[config.mk]
export PLATFORM = sky130hd
export DESIGN_NAME = imm_gen_pipe_flat
export DESIGN_NICKNAME = d
export VERILOG_FILES = /design/src/rtl/imm_gen_pipe_if.sv /design/src/rtl/imm_gen_pipe.sv /design/src/flat_wrapper.sv
export SDC_FILE = /design/constraint.sdc
export NUM_CORES = 1
export LEC_CHECK = 0
export CAP_MARGIN = 20
export CELL_PAD_IN_SITES_DETAIL_PLACEMENT = 1
export CELL_PAD_IN_SITES_GLOBAL_PLACEMENT = 1
export CORE_MARGIN = 4
export CORE_UTILIZATION = 40
export DETAILED_ROUTE_END_ITERATION = 16
export PLACE_DENSITY_LB_ADDON = 0.1
export SYNTH_ARGS = -nofsm -noshare
export SYNTH_HDL_FRONTEND = slang
export SYNTH_SLANG_ARGS = --single-unit
[constraint.sdc]
create_clock -name clk -period 3.85 [get_ports clk]
set_input_delay 0.5775 -clock clk [delete_from_list [all_inputs] [get_ports clk]]
set_output_delay 0.5775 -clock clk [all_outputs]
set_load 0.02 [all_outputs]
[src/rtl/imm_gen_pipe_if.sv]
// Handshake bundle for imm_gen_pipe: instruction offer in, immediate result out.
// master = instruction producer / result consumer, slave = the pipeline.
interface imm_gen_pipe_if #(
  parameter int DATA_W = 16,
  parameter int TAG_W  = 4
);
  logic              in_valid;
  logic              in_ready;
  logic [15:0]       inst;
  logic [TAG_W-1:0]  in_tag;
  logic              out_valid;
  logic              out_ready;
  logic [DATA_W-1:0] imm;
  logic              imm_hit;
  logic [2:0]        imm_kind;
  logic [TAG_W-1:0]  out_tag;

  modport master (
    output in_valid, inst, in_tag, out_ready,
    input  in_ready, out_valid, imm, imm_hit, imm_kind, out_tag
  );

  modport slave (
    input  in_valid, inst, in_tag, out_ready,
    output in_ready, out_valid, imm, imm_hit, imm_kind, out_tag
  );
endinterface

[src/rtl/imm_gen_pipe.sv]
// Two-stage immediate generator (decode, extend/shift); 2-cycle latency, one result/cycle, valid/ready stall.
// IMM_GEN_HOLD_EN: no-immediate opcodes repeat the last hit immediate instead of returning zero.
module imm_gen_pipe #(
  parameter int DATA_W = 16,
  parameter int TAG_W  = 4
) (
  input  logic         clk,
  input  logic         reset,
  imm_gen_pipe_if.slave bus
);

  localparam logic [2:0] K_NONE   = 3'd0;
  localparam logic [2:0] K_UPPER  = 3'd1;
  localparam logic [2:0] K_BRANCH = 3'd2;
  localparam logic [2:0] K_SHORT  = 3'd3;
  localparam logic [2:0] K_ZBYTE  = 3'd4;

  logic              r_s1_vld;
  logic [2:0]        r_s1_kind;
  logic [7:0]        r_s1_fld;
  logic [TAG_W-1:0]  r_s1_tag;

  logic              r_s2_vld;
  logic [DATA_W-1:0] r_s2_imm;
  logic              r_s2_hit;
  logic [2:0]        r_s2_kind;
  logic [TAG_W-1:0]  r_s2_tag;

  logic              w_out_xfer;
  logic              w_s2_load;
  logic              w_s1_mv;
  logic              w_s1_load;
  logic [2:0]        w_dec_kind;
  logic [7:0]        w_dec_fld;
  logic [DATA_W-1:0] w_sext;
  logic [DATA_W-1:0] w_ext;
  logic [DATA_W-1:0] w_miss_imm;

  assign w_out_xfer   = r_s2_vld & bus.out_ready;
  assign w_s2_load    = ~r_s2_vld | w_out_xfer;
  assign w_s1_mv      = r_s1_vld & w_s2_load;
  assign w_s1_load    = ~r_s1_vld | w_s2_load;
  // Gated by reset so nothing is accepted while the pipeline is being flushed.
  assign bus.in_ready = reset & w_s1_load;

  // Short immediates are pre-sign-extended to 8 bits so S2 only ever extends a byte.
  always_comb begin
    w_dec_kind = K_NONE;
    w_dec_fld  = bus.inst[15:8];
    case (bus.inst[3:0])
      4'b0101: w_dec_kind = K_UPPER;
      4'b0110: w_dec_kind = K_BRANCH;
      4'b1000, 4'b1001, 4'b1010: begin
        w_dec_kind = K_SHORT;
        w_dec_fld  = {{4{bus.inst[7]}}, bus.inst[7:4]};
      end
      4'b1111: w_dec_kind = K_ZBYTE;
      default: w_dec_kind = K_NONE;
    endcase
  end

  always_ff @(posedge clk or negedge reset) begin
    if (!reset) begin
      r_s1_vld  <= 1'b0;
      r_s1_kind <= K_NONE;
      r_s1_fld  <= 8'h00;
      r_s1_tag  <= '0;
    end else if (w_s1_load) begin
      r_s1_vld <= bus.in_valid;
      if (bus.in_valid) begin
        r_s1_kind <= w_dec_kind;
        r_s1_fld  <= w_dec_fld;
        r_s1_tag  <= bus.in_tag;
      end
    end
  end

  assign w_sext = {{(DATA_W-8){r_s1_fld[7]}}, r_s1_fld};

  always_comb begin
    w_ext = w_miss_imm;
    case (r_s1_kind)
      K_UPPER:  w_ext = w_sext << 8;
      K_BRANCH: w_ext = w_sext << 1;
      K_SHORT:  w_ext = w_sext;
      K_ZBYTE:  w_ext = {{(DATA_W-8){1'b0}}, r_s1_fld};
      default:  w_ext = w_miss_imm;
    endcase
  end

`ifdef IMM_GEN_HOLD_EN
  logic [DATA_W-1:0] r_hold_imm;

  always_ff @(posedge clk or negedge reset) begin
    if (!reset) begin
      r_hold_imm <= '0;
    end else if (w_s1_mv && (r_s1_kind != K_NONE)) begin
      r_hold_imm <= w_ext;
    end
  end

  assign w_miss_imm = r_hold_imm;
`else
  assign w_miss_imm = '0;
`endif

  always_ff @(posedge clk or negedge reset) begin
    if (!reset) begin
      r_s2_vld  <= 1'b0;
      r_s2_imm  <= '0;
      r_s2_hit  <= 1'b0;
      r_s2_kind <= K_NONE;
      r_s2_tag  <= '0;
    end else if (w_s2_load) begin
      r_s2_vld <= r_s1_vld;
      if (w_s1_mv) begin
        r_s2_imm  <= w_ext;
        r_s2_hit  <= (r_s1_kind != K_NONE);
        r_s2_kind <= r_s1_kind;
        r_s2_tag  <= r_s1_tag;
      end
    end
  end

  assign bus.out_valid = r_s2_vld;
  assign bus.imm       = r_s2_imm;
  assign bus.imm_hit   = r_s2_hit;
  assign bus.imm_kind  = r_s2_kind;
  assign bus.out_tag   = r_s2_tag;

endmodule

[src/flat_wrapper.sv]
// flat-port wrapper written by rule: the top's interface ports become plain ports
module imm_gen_pipe_flat 
#(
  parameter int DATA_W = 16,
  parameter int TAG_W  = 4
)
  (clk, reset, bus_in_valid, bus_inst, bus_in_tag, bus_out_ready, bus_in_ready, bus_out_valid, bus_imm, bus_imm_hit, bus_imm_kind, bus_out_tag);
  imm_gen_pipe_if #(.DATA_W(DATA_W), .TAG_W(TAG_W)) bus_i ();
  input  logic clk;
  input  logic reset;
  input wire logic [$bits(bus_i.in_valid)-1:0] bus_in_valid;
  input wire logic [$bits(bus_i.inst)-1:0] bus_inst;
  input wire logic [$bits(bus_i.in_tag)-1:0] bus_in_tag;
  input wire logic [$bits(bus_i.out_ready)-1:0] bus_out_ready;
  output wire logic [$bits(bus_i.in_ready)-1:0] bus_in_ready;
  output wire logic [$bits(bus_i.out_valid)-1:0] bus_out_valid;
  output wire logic [$bits(bus_i.imm)-1:0] bus_imm;
  output wire logic [$bits(bus_i.imm_hit)-1:0] bus_imm_hit;
  output wire logic [$bits(bus_i.imm_kind)-1:0] bus_imm_kind;
  output wire logic [$bits(bus_i.out_tag)-1:0] bus_out_tag;
  assign bus_i.in_valid = bus_in_valid;
  assign bus_i.inst = bus_inst;
  assign bus_i.in_tag = bus_in_tag;
  assign bus_i.out_ready = bus_out_ready;
  assign bus_in_ready = bus_i.in_ready;
  assign bus_out_valid = bus_i.out_valid;
  assign bus_imm = bus_i.imm;
  assign bus_imm_hit = bus_i.imm_hit;
  assign bus_imm_kind = bus_i.imm_kind;
  assign bus_out_tag = bus_i.out_tag;
  imm_gen_pipe #(.DATA_W(DATA_W), .TAG_W(TAG_W)) u_core (.clk(clk), .reset(reset), .bus(bus_i));
endmodule
# After elaboration in Yosys (flattened, before gate mapping)
# Index checks and enable logic that the tools add are counted.
[word_totals]
input_bits = 24
ff_bits = 41
[op_classes]
bitwise_logic = 7
n_eq_ne = 10
muxes = 3
reduce_logical = 4
[ops]
columns = ["cell", "count"]
rows = [
  ["one-hot mux 16 bit (4 select lines)", 1],
  ["equality test 4 bit (second input constant)", 4],
  ["one-hot mux 3 bit (4 select lines)", 1],
  ["equality test 4 x 3 -> 1 bit (second input constant)", 2],
  ["2-to-1 mux 8 bit", 1],
  ["equality test 3 x 2 -> 1 bit (second input constant)", 2],
  ["AND reduction 2 bit", 2],
  ["bitwise AND 1 bit", 3],
  ["equality test 3 x 1 -> 1 bit (second input constant)", 1],
  ["equality test 3 bit (second input constant)", 1],
  ["nonzero test 3 bit", 1],
  ["OR reduction 3 bit", 1],
  ["NOT 1 bit", 2],
  ["OR 1 bit", 2],
]

# Depth between registers and ports, before layout
[logic_depth]
depth_word = 4
mapped_depth = 5

# Worst setup path before layout
# Ideal clock, no wire load.
[synth_path]
path_type = "input port to output port"
startpoint = "input port bus_out_ready"
endpoint = "output port bus_in_ready"
t_required_ps = 3273
stages = 3
slack_ps = 2042
t_arrival_ps = 1230
path_cell_list = "nand3b_2 clkbuf_1 and2_1"
[synth_via]
elab_chain_len = 4
[synth_lines]
columns = ["element", "line_no", "source"]
rows = [
  ["start: declaration", "flat_wrapper.sv:14", "input wire logic [$bits(bus_i.out_ready)-1:0] bus_out_ready;"],
  ["bitwise AND 1 bit", "imm_gen_pipe.sv:39", "assign w_out_xfer = r_s2_vld & bus.out_ready;"],
  ["OR 1 bit", "imm_gen_pipe.sv:40", "assign w_s2_load = ~r_s2_vld | w_out_xfer;"],
  ["OR 1 bit", "imm_gen_pipe.sv:42", "assign w_s1_load = ~r_s1_vld | w_s2_load;"],
  ["bitwise AND 1 bit", "imm_gen_pipe.sv:44", "assign bus.in_ready = reset & w_s1_load;"],
  ["end: declaration", "flat_wrapper.sv:15", "output wire logic [$bits(bus_i.in_ready)-1:0] bus_in_ready;"],
]
# No other way between the ends.

# Worst setup path after layout
# Same ends and word-level chain as after synthesis.

==> results.cfg <==
[timing]
setup_tns_ns = 0
maxSlewHeadroom_pct = 55.2
worst_slack_ns = 1.11
maxSlewViolCount = 0
rsz0062_at_grt = no
hold_ws_ns = 0.382
fmax_mhz = 365
hold_viol_final = 0
final.period_utilization_pct = 71.2
worst_pin_slew_ns = 0.671
fin_skew_ns = 0.00885
setup_viol_count_final = 0
fin_crit_ns = 2.74

[clock_tree]
clk_latency_ns = 0.30
clockBufferDepth = 2
cts_tree = built
numCtsBuffers = 5
cts_hold_buf = 0
cts_sinks = 41
htree_levels = 2
ctsResizeCount = 0
clk_pin_slew_ns = 0.08
cts_root_buf = clkbuf_8
cts_setup_buffers = 0

[power_and_ir_drop]
power.density_mw_per_mm2 = 520
ir_worst_vdd_uv = 198
switching_share_pct = 31.9
pwr-share-clk_pct = 23.0
p_int_uw = 906
power_switching_uw = 424
fin_total_pwr_mw = 1.33
combPwrFrac_pct = 32.8
pwr-share-seq_pct = 44.2
cellLeakagePower_nw = 1.02

[setup_path]
r2r_slack_ns = 2.05
cp.arrival_ns = 2.17
crit_path_end_kind = output port
r2r_end = u_core.r_s1_tag[2]
crit_path_max_fanout = 13
r2r-start = u_core.r_s1_vld
cp.required_ns = 3.27
startpoint_type = primary input
critPathKind = primary input to output port
r2r_cells = 3

[final_layout]
n_antenna_cell = 0
final_cell_count_no_fill = 276
final_util_pct = 54.2
seqCellArea_sq_mm = 0.00103
drive_above_1_share_pct = 17.7
layout.nets = 232
multiInputGateArea_sq_um = 855
area_delta_synth_final_pct = 30.5
fillers = 501
finish.instance_area_sq_mm = 0.00256

[detailed_routing]
drt_iter0_drc = 62
vias = 1460
dr.pass1.iters = 4
vias_per_cell = 5.29
wirelength_mm = 4.75
route.antenna.remaining_nets = 0
drc = 0
drt-wirelength-per-cell_um = 17.2

[floorplan]
dieWidth_um = 78.0
fp.dieH_um = 78.0
die_area_sq_mm = 0.00609
start_util_pct = 41.5
core_sq_mm = 0.00472
num_rows = 25
io_pins = 50

[min_path]
hp-class = primary input to asynchronous set/reset pin

[place]
dp_worst_setup_slack_ns = 1.11
port_buffers = 49
dpl_cell_area_sq_mm = 0.00246
place_congestion = 0.825
dp_cells = 268
dp_hpwl_mm = 3.51

[logic_synthesis]
syn-instance-count = 164
syn_area_sq_mm = 0.00196
synth_edf_count = 0
synth.area.top_cells = dfrtp_1 52%, mux2_2 9.2%, o2bb2ai_1 6.7%, a21oi_1 5.6%, mux2_4 3.8%
yosysSeqAreaShare_pct = 52.3
yosysWarningCount = 0
synthFlopType = dfrtp_1
yosysTopAreaCellShare_pct = 52.3
synth_cell_type_count = 30
synth_top_cell_by_area = dfrtp_1
syn_avg_cell_area_sq_um = 12.0
ys_ff_latch = 41
synthArstFlopShare_pct = 100
synth_nets = 188

[global_route]
grt_pass1_vias = 1589
grt.total_usage_pct = 17.2
overflow = 0
antenna_found_initial = 0
grt_max_degree = 42
grt_pass1_wl_mm = 8.17

[run_status]
status = finished, final reports clean

[flow_run]
cap_viol_max_count = 0
-- cell usage after synthesis (all sizes together) (4+ instances only) --
cell,number
a21oi,22
a22oi,7
a31oi,8
buf,7
clkbuf,6
dfrtp,41
mux2,21
nand2b,4
nand3,5
o21ai,9
o2bb2ai,15
-- metal layers --
layer  track usage (%)  wire length (um)
met1              22.6              2200
met2              27.5              2260
met3              3.90               192
met4              6.82                88
met5                 0                 0
-- cell type report --
cell class                 instances  share of cell area (%)
clock buffer                       7                    3.77
clock inverter                     1                   0.196
multi-input combinational        110                    33.4
sequential                        41                    40.1
tap                               67                    3.28
timing repair buffer              50                    19.3
-- flip-flops by register name (all words and copies together), names as in the netlist --
name / flops
u_core.bus.out_tag: 4
u_core.r_s1_kind: 3
u_core.bus.imm: 16
u_core.bus.imm_hit: 1
u_core.r_s1_vld: 1
u_core.bus.imm_kind: 3
u_core.bus.out_valid: 1
u_core.r_s1_tag: 4
u_core.r_s1_fld: 8
-- how the worst max path moves through the flow --
stage                               to     startpoint  slack [ns]  cells after the start
final                     bus_in_ready  bus_out_ready        1.11                      4
after global routing      bus_in_ready  bus_out_ready        1.05                      4
after CTS                 bus_in_ready  bus_out_ready        1.09                      4
after detailed placement  bus_in_ready  bus_out_ready        1.11                      4
after global placement    bus_in_ready  bus_out_ready        1.15                      4
after floorplan           bus_in_ready  bus_out_ready        2.04                      3
-- kinds of logic (layout without fill, tap and decap cells) --
family                 count (synthesis)  in the layout  share of synthesized area (%)
AOI/OAI and AO/OA                     61             61                           19.8
buffers and inverters                 13             58                           4.08
and+or+nand+nor                       28             28                           10.7
muxes                                 21             21                           13.0
DFF                                   41             41                           52.3
-- layout by cell type (no fill, tap or decap), drive strengths merged, types with 4 or more instances in the layout --
master         synthesis  final
dfrtp                 41     41
clkbuf                 6      7
a31oi                  8      8
o2bb2ai               15     15
nand2b                 4      4
o21ai                  9      9
nand3                  5      5
a21oi                 22     22
clkdlybuf4s50          0     48
mux2                  21     21
a22oi                  7      7
-- critical path: stages --
cell and delay, ns:
clkdlybuf4s50_1 0.41, nand3b_2 0.36, and2_1 0.27, clkdlybuf4s50_1 0.54
-- power groups by stage --
| stage | clock (mW) | combinational, mW | sequential (mW) |
|---|---|---|---|
| floorplan | 0 | 0.185 | 0.650 |
| CTS | 0.317 | 0.444 | 0.589 |
| finish | 0.306 | 0.437 | 0.588 |
| global route | 0.334 | 0.474 | 0.602 |
| global placement | 0 | 0.428 | 0.590 |
| detailed placement | 0 | 0.441 | 0.596 |
Power figures use the tool's default switching activity.
